<file path="config.mk">
export PLATFORM = sky130hd
export DESIGN_NAME = sync_fifo_param
export DESIGN_NICKNAME = d
export VERILOG_FILES = /design/src/rtl/fifo_pkg.sv /design/src/rtl/sync_fifo_mem.sv /design/src/rtl/sync_fifo_param.sv
export SDC_FILE = /design/constraint.sdc
export NUM_CORES = 1
export LEC_CHECK = 0
export BUFFER_PORTS_ARGS = -buffer_cell sky130_fd_sc_hd__buf_2
export CAP_MARGIN = 10
export CORE_MARGIN = 4
export CORE_UTILIZATION = 43
export DETAILED_ROUTE_END_ITERATION = 16
export PLACE_DENSITY = 0.64
export SLEW_MARGIN = 10
export SYNTH_ARGS = -nofsm -noshare
export SYNTH_HDL_FRONTEND = slang
export SYNTH_SLANG_ARGS = --single-unit
</file>
<file path="constraint.sdc">
create_clock -name clk -period 3.1 [get_ports clk]
set_clock_uncertainty 0.1 [all_clocks]
set_input_delay 0.155 -clock clk [delete_from_list [all_inputs] [get_ports clk]]
set_output_delay 0.155 -clock clk [all_outputs]
set_load 0.005 [all_outputs]
</file>
<file path="src/rtl/fifo_pkg.sv">
// Shared constants and helpers for the parametrised synchronous FIFO.
// Pointer width rule: ADDR_W+1 bits, so full and empty can be told apart.
package fifo_pkg;

    localparam int DEF_WIDTH = 8;
    localparam int DEF_DEPTH = 8;

    function automatic int clog2(input int v);
        int r;
        r = 0;
        for (int i = 0; i < 31; i++) begin
            if ((1 << i) < v) r = i + 1;
        end
        return r;
    endfunction

    function automatic int ptr_w(input int depth);
        return clog2(depth) + 1;
    endfunction

endpackage

</file>
<file path="src/rtl/sync_fifo_mem.sv">
// DEPTH x WIDTH storage: synchronous write port, asynchronous read address.
// The array is named memArray so benches can reach it as mem.memArray.
module sync_fifo_mem
    import fifo_pkg::*;
#(
    parameter int WIDTH  = DEF_WIDTH,
    parameter int DEPTH  = DEF_DEPTH,
    parameter int ADDR_W = clog2(DEF_DEPTH)
) (
    input  logic              clk,
    input  logic              we,
    input  logic [ADDR_W-1:0] waddr,
    input  logic [WIDTH-1:0]  wdata,
    input  logic [ADDR_W-1:0] raddr,
    output logic [WIDTH-1:0]  rdata
);

    logic [WIDTH-1:0] memArray [DEPTH];

    always_ff @(posedge clk) begin
        if (we) memArray[waddr] <= wdata;
    end

    assign rdata = memArray[raddr];

endmodule

</file>
<file path="src/rtl/sync_fifo_param.sv">
// Single-clock parametrised FIFO with count, almost flags and error pulses.
// Define SYNC_FIFO_FWFT_EN for first-word-fall-through read data.
module sync_fifo_param
    import fifo_pkg::*;
#(
    parameter int WIDTH     = DEF_WIDTH,
    parameter int DEPTH     = DEF_DEPTH,
    parameter int AF_THRESH = 6,
    parameter int AE_THRESH = 2
) (
    input  logic                      clk,
    input  logic                      rst,
    input  logic                      wen,
    input  logic [WIDTH-1:0]          w_word,
    input  logic                      ren,
    output logic [WIDTH-1:0]          r_word,
    output logic                      full,
    output logic                      empty,
    output logic                      almost_full,
    output logic                      almost_empty,
    output logic [ptr_w(DEPTH)-1:0]   count,
    output logic                      overflow,
    output logic                      underflow
);

    localparam int ADDR_W = clog2(DEPTH);
    localparam int PTR_W  = ptr_w(DEPTH);
    localparam logic [PTR_W-1:0] AF_L = PTR_W'(AF_THRESH);
    localparam logic [PTR_W-1:0] AE_L = PTR_W'(AE_THRESH);

    logic [PTR_W-1:0] wptr;
    logic [PTR_W-1:0] rptr;
    logic [WIDTH-1:0] head;
    logic             w_acc;
    logic             r_acc;

    // Status is decoded from registered pointers only.
    assign empty = (wptr == rptr);
    assign full  = (wptr[ADDR_W] != rptr[ADDR_W]) &&
                   (wptr[ADDR_W-1:0] == rptr[ADDR_W-1:0]);
    assign count        = wptr - rptr;
    assign almost_full  = (count >= AF_L);
    assign almost_empty = (count <= AE_L);

    assign w_acc = wen && !full;
    assign r_acc = ren && !empty;

    always_ff @(posedge clk) begin
        if (!rst) begin
            wptr      <= '0;
            rptr      <= '0;
            overflow  <= 1'b0;
            underflow <= 1'b0;
        end else begin
            if (w_acc) wptr <= wptr + PTR_W'(1);
            if (r_acc) rptr <= rptr + PTR_W'(1);
            overflow  <= wen && full;
            underflow <= ren && empty;
        end
    end

    sync_fifo_mem #(
        .WIDTH  (WIDTH),
        .DEPTH  (DEPTH),
        .ADDR_W (ADDR_W)
    ) mem (
        .clk   (clk),
        .we    (rst && w_acc),
        .waddr (wptr[ADDR_W-1:0]),
        .wdata (w_word),
        .raddr (rptr[ADDR_W-1:0]),
        .rdata (head)
    );

`ifdef SYNC_FIFO_FWFT_EN
    assign r_word = head;
`else
    always_ff @(posedge clk) begin
        if (!rst) begin
            r_word <= '0;
        end else if (r_acc) begin
            r_word <= head;
        end
    end
`endif

endmodule
</file>
## Word-level counts from Yosys, hierarchy flattened

Memory sizes are Yosys's and may differ from the RTL's. A register that Yosys moved wholly into a read port is not among the register bits.
Index checks and enable logic that the tools add are counted.

- Register bits: 10
- Bits in latches: 0
- Bits in writable memories: 64
- Memory bits (read-only): 0
- Bits of input ports: 12
- Output and inout port bits: 18
- Word-level logic and storage cells: 24
- Memories kept: 1

- Add/sub/neg operators: 3
- $mul: 0
- Divide/modulo/power cells: 0
- Magnitude comparators: 2
- Equality and inequality tests: 3
- Shift operators: 0
- Mux-type cells: 2
- Bitwise operators: 0
- Reduce and logical (&&, ||, !) cells: 9

Memory list:

| memory | depth | bits a word | read ports | clocked after memory_dff | write ports | line | text |
|---|---|---|---|---|---|---|---|
| mem.memArray | 8 | 8 | 1 | 1 | 1 | sync_fifo_mem.sv:18 | `logic [WIDTH-1:0] memArray [DEPTH];` |

Operators by type and width:

| kind | number |
|---|---|
| 4-bit by 1-bit adder with 4-bit output (second input constant) | 2 |
| 1-bit logical AND | 6 |
| 4-bit == test | 1 |
| 4-bit by 3-bit >= comparator with 1-bit output (second input constant) | 1 |
| 4-bit by 2-bit less-or-equal comparator with 1-bit output (second input constant) | 1 |
| 4-bit subtractor | 1 |
| 3-bit == test | 1 |
| 1-bit zero test | 3 |
| 1-bit 2-to-1 mux | 2 |
| 1-bit inequality test | 1 |

## Depth between registers and ports, before layout

Gate-level depths: netlist of run 1.

- Word-level depth: 7
- Gate-level depth with buffers: 10
- Gate-level depth less buffers: 6

## Modules after synthesis

Synthesis of run 1 repeated with hierarchy kept, for this count alone.

- Cell total of the unflattened synthesis: 218
- Area total of the unflattened synthesis: 3,494.6 µm²

By module, submodules not included:

| module | instances | cells each | area each (µm²) | seq. area each (µm²) |
|---|---|---|---|---|
| sync_fifo_mem | 1 | 106 | 2,531.2 | 1,921.8 |
| sync_fifo_param | 1 | 112 | 963.4 | 360.3 |

## Worst setup path after synthesis of run 1

No wires, ideal clock.

- Path kind: reg-to-reg
- From: register rptr[1]
- To: memory mem.memArray[1][0] (netlist name), enable pin
- Setup time: 0.370 ns
- Arrival: 2.446 ns
- Data required time: 2.630 ns
- Slack: 0.184 ns
- Stages on the path, launching flop included: 10
- Buffers on the path: 3
- Period minus slack after synthesis: 2.916 ns
- Path through: dfxtp_1 buf_6 buf_6 buf_4 inv_1 ha_1 nand3_1 o21ai_2 or3b_4 nor2_1

- Cells in the longest elaborated chain, start to end: 7

RTL lines:

| item | line | text |
|---|---|---|
| start: declaration | sync_fifo_param.sv:32 | `logic [PTR_W-1:0] rptr;` |
| start signal: assignment | sync_fifo_param.sv:56 | `if (r_acc) rptr <= rptr + PTR_W'(1);` |
| 3-bit == test | sync_fifo_param.sv:40 | `(wptr[ADDR_W-1:0] == rptr[ADDR_W-1:0]);` |
| 1-bit logical AND | sync_fifo_param.sv:39 | `assign full = (wptr[ADDR_W] != rptr[ADDR_W]) &&` |
| 1-bit zero test | sync_fifo_param.sv:45 | `assign w_acc = wen && !full;` |
| 1-bit logical AND | sync_fifo_param.sv:45 |  |
| 1-bit logical AND | sync_fifo_param.sv:68 | `.we (rst && w_acc),` |
| 1-bit 2-to-1 mux | sync_fifo_mem.sv:21 | `if (we) memArray[waddr] <= wdata;` |
| 1-bit 2-to-1 mux (implied by the code) | sync_fifo_mem.sv:21 |  |
| end: declaration | sync_fifo_mem.sv:18 |  |

No other way between the ends.

## Final worst setup path of run 1

- From: register wptr[0]
- To: memory mem.memArray[0][7] (netlist name), enable pin

- Cells in the longest elaborated chain, start to end: 7

RTL lines:

| item | line | text |
|---|---|---|
| start: declaration | sync_fifo_param.sv:31 | `logic [PTR_W-1:0] wptr;` |
| start signal: assignment | sync_fifo_param.sv:55 | `if (w_acc) wptr <= wptr + PTR_W'(1);` |
| 3-bit == test | sync_fifo_param.sv:40 |  |
| 1-bit logical AND | sync_fifo_param.sv:39 |  |
| 1-bit zero test | sync_fifo_param.sv:45 |  |
| 1-bit logical AND | sync_fifo_param.sv:45 |  |
| 1-bit logical AND | sync_fifo_param.sv:68 |  |
| 1-bit 2-to-1 mux | sync_fifo_mem.sv:21 |  |
| 1-bit 2-to-1 mux (implied by the code) | sync_fifo_mem.sv:21 |  |

Several ways; a longest one is shown, not always the timed one.

==> summary.md, run 1 <==
| Metric | Value |
|---|---|
| Ys flop type | edfxtp_1 |
| N_diodes | 0 |
| Initial Util | 44.12% |
| F_max | about 0.39 GHz |
| Final setup viols | 0 |
| # DRC | 0 |
| Slowest Stage Delay on Critical Path | ~550 ps |
| Max cap viols | 0 |
| Routed WL per cell | roughly 18 µm |
| Placed Cells | 350 |
| Filler cell count | a little under 700 |
| TritonCTS clock tree | built |
| First-pass DRT Iterations | 4 |
| Port Buffers | 29 |
| Dpl cell area | ~3700 µm² |
| Crit-path cells | inv_1 -> ha_1 -> nand3_1 -> o21ai_2 -> or3b_4 -> nor3_2 |
| Peak VDD IR | around 0.00034 V |
| Largest cells by area after synthesis | edfxtp_1, dfxtp_1, mux2i_1 |
| Die Y | roughly 97 µm |
| Vias in the first global route | roughly 1900 |
| Area of the multi-input gates | about 1000 µm² |
| RSZ-0062 raised after global routing | false |
| DP Wirelength | 4429 µm |
| Global-route wire length before repair | ~10000 µm |
| WS Path Type | flip-flop to flip-flop |
| GR Util All Layers | 14.59% |
| Die area | approximately 9400 µm² |
| Core area | approximately 7700 µm² |
| Overall power | 2.556 mW |
| Final WL | 6520 µm |
| Slew @ Worst Pin | 701.7 ps |
| Crit path capture type | flip-flop |
| Cts repair resizes | 0 |
| Wl on met1 | around 3000 µm |
| Crit-path max FO | 8 |
| Ports | 30 |
| YS warnings | 0 |
| Post-synthesis cell area | roughly 3400 µm² |
| Largest net degree at the start of global routing | 29 |
| Row cnt | 32 |
| Post-synth EDFFs | 64 |
| Final instance area | between 3000 and 4000 µm² |
| Met2 WL post-DR | 3010 µm |
| Final hold vios | 0 |
| CTS Buf Count | 9 |
| Storage element area | 2282 µm² |
| Initial antenna violation count | 0 |
| Slack of the critical path | ~520 ps |
| Synth Instances | 220 |
| Critical path's slowest cell | nor3_2 |
| Routed Antenna Nets | 0 |
| Async SR Flop Fraction | 0% |
| Cell Pwr Density | about 650 nW/µm² |
| Worst-skew pair later-pin latency | approximately 350 ps |
| CTS sink cnt | between 80 and 90 |
| Critical Path AT | ~2500 ps |
| Vias | between 1500 and 2000 |
| Fin crit period | roughly 2600 ps |
| Final Slew Violations | 0 |
| Top-area cell type share of the netlist area | around 57% |
| Post-Route Setup TNS | 0 ps |
| Overall overflow remaining after global route | 0 |
| NumNets Final | between 200 and 300 |
| Slew Limit Headroom | between 50% and 60% |
| CTS H-tree lvls | 3 |
| Clock root buffer | clkbuf_8 |
| DR WL met3 | ~460 µm |
| Hold_buf cts | 4 |
| Fin crit share | 83.15% |
| Post-Syn Area per Cell | between 15 and 20 µm² |
| Drt initial violations | 128 |
| Syn nets | about 240 |
| CP startpoint kind | flip-flop |
| Hold depth | 1 |
| Critical Path RT | 2970 ps |
| Worst reg2reg setup slack | about 520 ps |
| Register area share after synthesis | between 60 and 70% |
| Maximum clock insertion buffer count | 2 |
| Lkg Pwr | between 1 and 1.5 nW |
| Synth cell types | 40 |
| Register bit count reported by yosys | 82 |
| Outcome | finished, final reports clean |
| R2R cell count | 6 |
| Post-CTS setup buffer count | 0 |
| Top routing layer used | met4 |
| Worst min-delay path class | input pin to flip-flop |
| Vias per inst | ~5 |
| GP Congestion | between 0.7 and 0.8 |
| Die W | a little under 100 µm |
| Cell Count, Final, Fillers Out | 370 |
| Post-synth top area cell | edfxtp_1 |
| Clk pin slew, worst setup/hold paths | about 90 ps |
| Area Overhead vs Synth | 15.94% |
| Share of layout cells above drive strength 1 | roughly 28% |
| Pre-CTS setup slack | about 480 ps |
-- power breakdown --
part | total (mW) | leakage [nW] | internal (mW) | switching [mW]
clock | 0.877 | 0.115 | 0.485 | 0.392
combinational | 0.426 | 0.526 | 0.182 | 0.244
sequential | 1.25 | 0.725 | 1.23 | 0.0241
total | 2.56 | 1.37 | 1.90 | 0.660
-- registers in the layout (all words and copies together) (netlist names) --
signal and cells:
mem.memArray 64, r_word 8, rptr 4, wptr 4, overflow 1, underflow 1
-- path summary, 6_finish.rpt --
path	from	end
max reg2reg	wptr[0]	mem.memArray[0][7]
min reg2reg	r_word[5]	r_word[5]
max	wptr[0]	mem.memArray[0][7]
min	w_word[0]	mem.memArray[3][0]
-- Yosys cell counts, types with 2 or more instances --
cell type	n
buf_1	3
nor2_1	9
a21oi_1	16
a21oi_2	2
mux2i_1	17
dfxtp_1	18
nand3_1	3
o22ai_1	8
mux4_1	2
o21a_1	3
xnor2_1	5
edfxtp_1	64
o211ai_1	3
o21ai_0	8
buf_6	2
mux4_2	6
ha_1	5
nor3_1	2
and3_1	2
clkbuf_1	3
o21ai_2	4
and2_1	4
nand2b_1	2
inv_1	7
nand2_1	6
nor2b_1	2
-- area by class of cell --
class                           instances  share of cell area [%]
Sequential cell                        82                   58.03
Multi-Input combinational cell        120                   25.49
Timing Repair Buffer                   43                   6.618
Clock buffer                           10                   3.500
Tap cell                              102                   3.245
Clock inverter                          6                   2.450
Inverter                                7                  0.6682
-- cell usage in the layout, fill, tap and decap left out, drive strengths merged --
master	instances
dfxtp	18
o2111ai	1
or3b	1
buf	39
xor2	1
nand2b	2
or2	1
inv	9
ha	5
dlygate4sd3	4
mux2i	17
a21boi	1
xnor2	6
o31ai	1
nor2b	2
o21a	4
o22ai	8
clkinvlp	1
o211ai	3
nor2	9
and3	3
clkbuf	10
bufinv	2
a21oi	18
o21ai	12
mux4	8
nand3	3
nor3	3
and2	4
clkinv	1
edfxtp	64
nand2	6
fa	1
-- layer usage --
| layer | track usage [%] | vias to the layer above |
|---|---|---|
| met5 | 0 | - |
| met4 | 3.888 | 0 |
| met3 | 4.110 | 4 |
| met2 | 22.08 | 59 |
| met1 | 20.74 | 900 |
| li1 | - | 921 |
-- worst max-delay path: cells and delay by family, from the launching register on --
family,cells,cell delay [ps]
and+or+nand+nor,3,1100
adders and majority gates,1,310
buffers and inverters,1,110
AOI/OAI and AO/OA,1,110
DFF,1,490
-- kinds of logic after synthesis --
group,Yosys count,synth area share [%]
AO/OA/AOI/OAI,48,9.037
XOR/XNOR,7,2.250
adder cells (fa/ha/maj),6,2.435
buffers and inverters,18,3.172
flip-flops,82,67.28
multiplexers,25,10.55
AND/OR/NAND/NOR,34,5.274
-- stage by stage --
| stage | util, % | hold WS (ps) |
|---|---|---|
| after floorplan | - | 153.9 |
| after global placement | 47.59 | 355.5 |
| after detailed placement | 47.59 | 350.0 |
| after CTS | 51.16 | 4.021 |
| after global routing | 51.16 | 3.533 |
| final | 51.16 | 15.13 |
Note: power is estimated with default switching activity, not from simulation.
==> run 2: changes to the inputs <==
==> constraint.sdc (replaced) <==
create_clock -name clk -period 2.15 [get_ports clk]
set_clock_uncertainty 0.1 [all_clocks]
set_input_delay 0.1075 -clock clk [delete_from_list [all_inputs] [get_ports clk]]
set_output_delay 0.1075 -clock clk [all_outputs]
set_load 0.005 [all_outputs]
==> run 2 against run 1 <==
Against the previous run: combinational power rose by 75%; largest power group unchanged; global-route usage rose by 0.88 points; design area rose by 7.9%; sequential share of layout area fell by 4.0 points; clock power rose by 28%; critical endpoint is now mem.memArray[0][3]; sequential cell count did not move.
==> summary.md, run 2 (synthesis results as in run 1) <==
| Metric | Value |
|---|---|
| Fin crit share | 95.10% (was 83.15%) |
| Worst setup startpoint | wptr[1] (was wptr[0]) |
| Crit path capture type | flip-flop (unchanged) |
| Global-route wire length before repair | 11080 µm (was 10430 µm) |
| Vias | 2067 (was 1884) |
| Maximum clock insertion buffer count | 2 (unchanged) |
| Final Slew Violations | 0 (unchanged) |
| Clk pin slew, worst setup/hold paths | 80 ps (was 90 ps) |
| First-pass DRT Iterations | 4 (unchanged) |
| GP Congestion | 0.7995 (was 0.7921) |
| Die W | 96.82 µm (unchanged) |
| Vias in the first global route | 2031 (was 1912) |
| Final setup viols | 0 (unchanged) |
| F_max | 0.4891 GHz (was 0.3879 GHz) |
| Area of the multi-input gates | 1121 µm² (was 1002 µm²) |
| Post-Route Setup TNS | 0 ps (unchanged) |
| # DRC | 0 (unchanged) |
| Initial Util | 44.12% (unchanged) |
| Port Buffers | 29 (unchanged) |
| CP startpoint kind | flip-flop (unchanged) |
| Hold depth | 2 (was 1) |
| Biggest register | mem.memArray (unchanged) |
| Vias per inst | 5.300 (was 5.092) |
| Biggest regs | mem.memArray x64, r_word x8 (unchanged) |
| Share of layout cells above drive strength 1 | 37.15% (was 27.61%) |
| Max cap viols | 0 (unchanged) |
| Placed Cells | 359 (was 350) |
| Critical Path RT | 2120 ps (was 2970 ps) |
| Worst-skew pair later-pin latency | 340 ps (was 350 ps) |
| Max reg flops | 64 (unchanged) |
| Initial antenna violation count | 0 (unchanged) |
| Worst min-delay path class | flip-flop to flip-flop (was input pin to flip-flop) |
| Die area | 9373 µm² (unchanged) |
| Commonest non-fill, non-tap cells in the layout | edfxtp_1, buf_2, buf_4 (was edfxtp_1, buf_2, dfxtp_1) |
| Lkg Pwr | 1.471 nW (was 1.366 nW) |
| Worst reg2reg setup slack | 110 ps (was 520 ps) |
| Fin crit period | 2045 ps (was 2578 ps) |
| NumNets Final | 301 (was 281) |
| Critical Path AT | 2010 ps (was 2450 ps) |
| Critical path's slowest cell | or3b_4 (was nor3_2) |
| Area Overhead vs Synth | 25.05% (was 15.94%) |
| Filler cell count | 644 (was 683) |
| DP Wirelength | 4477 µm (was 4429 µm) |
| Storage element area | 2291 µm² (was 2282 µm²) |
| Slowest Stage Delay on Critical Path | 470 ps (was 550 ps) |
| Largest net degree at the start of global routing | 29 (unchanged) |
| Die Y | 96.82 µm (unchanged) |
| RSZ-0062 raised after global routing | false (unchanged) |
| CTS sink cnt | 82 (unchanged) |
| Core area | 7687 µm² (unchanged) |
| Peak VDD IR | 0.0003436 V (was 0.0003420 V) |
| Commonest non-fill, non-tap cell in the layout | edfxtp_1 (unchanged) |
| Worst reg2reg path endpoint | mem.memArray[0][3] (was mem.memArray[0][7]) |
| Slew @ Worst Pin | 438.0 ps (was 701.7 ps) |
| N_diodes | 0 (unchanged) |
| Slew Limit Headroom | 70.80% (was 52.97%) |
| Final hold vios | 0 (unchanged) |
| Ports | 30 (unchanged) |
| Overall overflow remaining after global route | 0 (unchanged) |
| Drt initial violations | 53 (was 128) |
| Routed WL per cell | 18.05 µm (was 17.62 µm) |
| Crit path to | mem.memArray[0][3] (was mem.memArray[0][7]) |
| Final instance area | 4242 µm² (was 3933 µm²) |
| Cell Count, Final, Fillers Out | 390 (was 370) |
| WS Path Type | flip-flop to flip-flop (unchanged) |
| Dpl cell area | 3822 µm² (was 3659 µm²) |
| CTS Buf Count | 9 (unchanged) |
| CTS H-tree lvls | 3 (unchanged) |
| Clock root buffer | clkbuf_8 (unchanged) |
| Final WL | 7038 µm (was 6520 µm) |
| Worst R2R Start | wptr[1] (was wptr[0]) |
| Crit-path max FO | 4 (was 8) |
| Row cnt | 32 (unchanged) |
| Outcome | finished, final reports clean (unchanged) |
| GR Util All Layers | 15.46% (was 14.59%) |
| Cell Pwr Density | 864.4 nW/µm² (was 650.1 nW/µm²) |
| Overall power | 3.667 mW (was 2.556 mW) |
| Routed Antenna Nets | 0 (unchanged) |
| TritonCTS clock tree | built (unchanged) |
| Crit-path cells | buf_4 -> ha_4 -> nand3_4 -> o21ai_4 -> or3b_4 -> nor3_4 -> buf_6 (was inv_1 -> ha_1 -> nand3_1 -> o21ai_2 -> or3b_4 -> nor3_2) |
| R2R cell count | 7 (was 6) |
run 2: cell count changes in the layout (fill, tap and decap cells not counted), sizes merged:
| cell | change |
|---|---|
| buf | +12 |
| clkinv | +2 |
| dlygate4sd3 | +7 |
| bufinv | -1 |
run 2: worst min path at each step:
stage / endpoint / slack (ps) / start
floorplan: mem.memArray[0][0] / 110 / w_word[0]
global placement: mem.memArray[6][7] / 300 / w_word[7]
CTS: r_word[6] / 440 / r_word[6]
finish: r_word[6] / 440 / r_word[6]
detailed placement: mem.memArray[4][1] / 300 / w_word[1]
global route: r_word[5] / 460 / r_word[5]
run 2: stage by stage:
step	utilization (%)	worst slack, ps	hold slack (ps)
after floorplan	-	-298.6	106.4
after global placement	49.72	114.3	298.7
after detailed placement	49.72	87.31	303.5
after CTS	53.92	8.936	437.8
after global routing	55.18	7.280	460.8
final	55.18	105.3	436.4
run 2: critical path, delay by kind of cell, from the launching register on:
| kind | cells | cell delay, ps |
|---|---|---|
| fa+ha+maj | 1 | 240 |
| compound gates | 1 | 70 |
| flops | 1 | 350 |
| simple gates | 3 | 730 |
| buf+inv | 2 | 280 |
run 2: per-layer routing:
metal / global-route usage (%) / share of wire (%) / vias to the layer above
li1: - / - / 970
met1: 21.43 / 45 / 1034
met2: 23.09 / 49 / 55
met3: 3.749 / 4.8 / 8
met4: 6.911 / 1.3 / 0
met5: 0 / 0 / -
run 2: cell type report:
type                            instances  share of cell area (%)
Clock inverter                          7                   1.799
Timing Repair Buffer                   63                   11.15
Clock buffer                            9                   2.920
Tap cell                              102                   3.009
Multi-Input combinational cell        120                   26.43
Inverter                                7                  0.6785
Sequential cell                        82                   54.01
run 2: what timing repair did:
action / CTS / global route
buffers inserted: 0 / 3
pin swaps: 0 / 3
endpoints found under the hold margin: 67 / 0
hold buffers: 11 / 0
setup endpoints to repair: 2 / 10
gates cloned: 0 / 1
gates resized for setup: 3 / 15
run 2: power breakdown:
part | switching [mW] | internal, mW | total, mW
Combinational | 0.404 | 0.341 | 0.745
Sequential | 0.0336 | 1.77 | 1.81
Clock | 0.571 | 0.545 | 1.12
==> run 3: changes to the inputs <==
--- a/config.mk
+++ b/config.mk
@@ -8,9 +8,9 @@
 export BUFFER_PORTS_ARGS = -buffer_cell sky130_fd_sc_hd__buf_2
 export CAP_MARGIN = 10
 export CORE_MARGIN = 4
-export CORE_UTILIZATION = 43
+export CORE_UTILIZATION = 53
 export DETAILED_ROUTE_END_ITERATION = 16
-export PLACE_DENSITY = 0.64
+export PLACE_DENSITY = 0.76
 export SLEW_MARGIN = 10
 export SYNTH_ARGS = -nofsm -noshare
 export SYNTH_HDL_FRONTEND = slang
==> run 3 against run 2 <==
Against the previous run: critical path depth is the same; non-clock buffer count shrank 4; sequential cell count is the same; design area shrank 2.1%; worst hold slack lost 7.9 ps; worst setup slack lost 4.3 ps; clock-buffer cell count grew 1; combinational power shrank 3.9%; core utilization grew 13 points; total power grew 0.28%; global-route usage grew 4.3 points.
==> summary.md, run 3 (synthesis results as in run 1) <==
| Metric | Value |
|---|---|
| Outcome | finished, final reports clean (unchanged) |
| Crit path max-delay family | adder cells (was simple AND/OR/NAND/NOR gates) |
| Final WL | 6903 µm (was 7038 µm) |
| Slew Limit Headroom | 73.64% (was 70.80%) |
| Initial antenna violation count | 0 (unchanged) |
| # DRC | 0 (unchanged) |
| Worst reg2reg path endpoint | mem.memArray[1][3] (was mem.memArray[0][3]) |
| Biggest register | mem.memArray (unchanged) |
| Internal power | 2.678 mW (was 2.659 mW) |
| Max reg flops | 64 (unchanged) |
| Critical path's slowest cell | fa_2 (was or3b_4) |
| F_max | 0.4880 GHz (was 0.4891 GHz) |
| Critical Path RT | 1940 ps (was 2120 ps) |
| Comb pwr share | 19.5% (was 20.3%) |
| TritonCTS clock tree | built (unchanged) |
| DP Wirelength | 4679 µm (was 4477 µm) |
| Crit-path cells | inv_1 -> ha_2 -> fa_2 -> inv_1 -> a21oi_1 -> o21a_1 -> buf_2 (was buf_4 -> ha_4 -> nand3_4 -> o21ai_4 -> or3b_4 -> nor3_4 -> buf_6) |
| Worst-skew pair later-pin latency | 350 ps (was 340 ps) |
| CP startpoint kind | flip-flop (unchanged) |
| Sw power | 999.4 µW (was 1.008 mW) |
| Vias per inst | 5.660 (was 5.300) |
| WS Path Type | flip-flop to primary output (was flip-flop to flip-flop) |
| NumNets Final | 297 (was 301) |
| Commonest non-fill, non-tap cell in the layout | edfxtp_1 (unchanged) |
| Biggest regs | mem.memArray x64, r_word x8 (unchanged) |
| Vias | 2032 (was 2067) |
| Overall power | 3.677 mW (was 3.667 mW) |
| Area Overhead vs Synth | 22.46% (was 25.05%) |
| First-pass DRT Iterations | 4 (unchanged) |
| Sw frac | 27.18% (was 27.49%) |
| R2R cell count | 6 (was 7) |
| Slew @ Worst Pin | 395.5 ps (was 438.0 ps) |
| Final setup viols | 0 (unchanged) |
| Lkg Pwr | 1.449 nW (was 1.471 nW) |
| Maximum clock insertion buffer count | 2 (unchanged) |
| GR Util All Layers | 19.78% (was 15.46%) |
| Crit path buffers/inverters | 3 (was 2) |
| Port Buffers | 29 (unchanged) |
| Vias in the first global route | 2000 (was 2031) |
| Critical Path AT | 1840 ps (was 2010 ps) |
| Row cnt | 28 (was 32) |
| CTS sink cnt | 82 (unchanged) |
| Largest net degree at the start of global routing | 20 (was 29) |
| Ports | 30 (unchanged) |
| HP Start | r_word[6] (unchanged) |
| Final hold vios | 0 (unchanged) |
| Routed WL per cell | 19.23 µm (was 18.05 µm) |
| Hold depth | 2 (unchanged) |
| Fin crit period | 2049 ps (was 2045 ps) |
| Worst R2R Start | rptr[2] (was wptr[1]) |
| N_diodes | 0 (unchanged) |
| Initial Util | 55.97% (was 44.12%) |
| Peak VDD IR | 0.0005646 V (was 0.0003436 V) |
| RSZ-0062 raised after global routing | true (was false) |
| Hold EP | r_word[6] (unchanged) |
| Die Y | 88 µm (was 96.82 µm) |
| Share of layout cells above drive strength 1 | 35.56% (was 37.15%) |
| Crit-path max FO | 3 (was 4) |
| Worst reg2reg setup slack | 100 ps (was 110 ps) |
| Die area | 7744 µm² (was 9373 µm²) |
| Drt initial violations | 141 (was 53) |
| GP Congestion | 0.8279 (was 0.7995) |
| Clock root buffer | clkbuf_8 (unchanged) |
| CTS Buf Count | 9 (unchanged) |
| Post-Route Setup TNS | 0 ps (unchanged) |
| Slowest Stage Delay on Critical Path | 510 ps (was 470 ps) |
| Global-route wire length before repair | 10920 µm (was 11080 µm) |
| Die W | 88 µm (was 96.82 µm) |
| CTS H-tree lvls | 3 (unchanged) |
| Commonest non-fill, non-tap cells in the layout | edfxtp_1, buf_2, mux2i_1 (was edfxtp_1, buf_2, buf_4) |
| Cell Pwr Density | 885.2 nW/µm² (was 864.4 nW/µm²) |
| Core area | 6061 µm² (was 7687 µm²) |
| Max cap viols | 0 (unchanged) |
| Routed Antenna Nets | 0 (unchanged) |
| Clk pin slew, worst setup/hold paths | 90 ps (was 80 ps) |
| Overall overflow remaining after global route | 0 (unchanged) |
| Crit path capture type | primary output (was flip-flop) |
| Final Slew Violations | 0 (unchanged) |
| Fin crit share | 95.30% (was 95.10%) |
| Clock share of power | 31.4% (was 30.4%) |
| Worst min-delay path class | flip-flop to flip-flop (unchanged) |
| Sequential Power Share | 49.1% (was 49.3%) |
| Most used cell along the critical path | inv_1 |
[run 3: changes by cell type in the layout (fill, tap and decap cells not counted), sizes merged]
cell	before	now
buf	51	48
clkinvlp	1	2
clkinv	3	1
[run 3: final cells by class]
cell class,count,area (µm²)
well taps,75,93.84
flip-flops and latches,82,2288
clock inverters,6,73.82
inverters,7,28.78
multi-input cells,120,1101
clock buffers,10,137.6
fillers,424,1907
repair buffers,59,430.4
[run 3: power groups by stage]
stage | logic [mW] | clock network [mW] | registers (mW)
2_1_floorplan | 0.440 | 0 | 1.85
3_3_place_gp | 0.663 | 0 | 1.83
3_5_place_dp | 0.678 | 0 | 1.84
4_1_cts | 0.707 | 1.17 | 1.80
5_1_grt | 0.795 | 1.26 | 1.81
6_report | 0.716 | 1.16 | 1.81
[run 3: metrics by stage]
stage	worst slack [ps]	cells	utilization, %	hold slack, ps	instance area, µm²
final	101.0	359	68.54	428.5	4154
after global routing	-12.26	359	68.54	466.4	4154
after CTS	2.766	356	67.80	435.9	4109
after detailed placement	21.95	329	62.14	303.2	3766
after global placement	75.75	329	62.14	286.7	3766
after floorplan	-298.6	220	-	106.4	3493
[run 3: worst max path at each step]
stage | from | end | slack (ps) | cells after the start
6_report | wptr[0] | almost_empty | 100 | 7
5_1_grt | rptr[2] | mem.memArray[1][3] | -10 | 6
4_1_cts | wptr[0] | mem.memArray[6][4] | 3 | 7
3_5_place_dp | wptr[0] | mem.memArray[6][6] | 20 | 7
3_3_place_gp | rptr[2] | mem.memArray[6][5] | 80 | 7
2_1_floorplan | rptr[1] | mem.memArray[0][0] | -300 | 9
[run 3: worst reg2reg max path: cells and delay by family (launching register included)]
family | cells | cell delay, ps
AOI/OAI and AO/OA | 1 | 70
and+or+nand+nor | 3 | 860
DFF | 1 | 330
adders and majority gates | 1 | 330
buffers and inverters | 1 | 40
[run 3: timing repair]
action | CTS | global route
endpoints found under the setup margin | 2 | 42
cloned | 0 | 0
endpoints found under the hold margin | 70 | 0
hold buffers | 11 | 0
pin swaps | 0 | 4
setup buffers | 0 | 3
gates resized for setup | 7 | 6
[run 3: per-layer routing]
layer / vias to the layer above / routed length [µm] / part of all wire [%] / track usage [%]
li1: 956 / - / - / -
met1: 1010 / 3129 / 45 / 26.75
met2: 56 / 3260 / 47 / 30.82
met3: 10 / 415 / 6.0 / 5.644
met4: 0 / 97 / 1.4 / 6.974
met5: - / 0 / 0 / 0
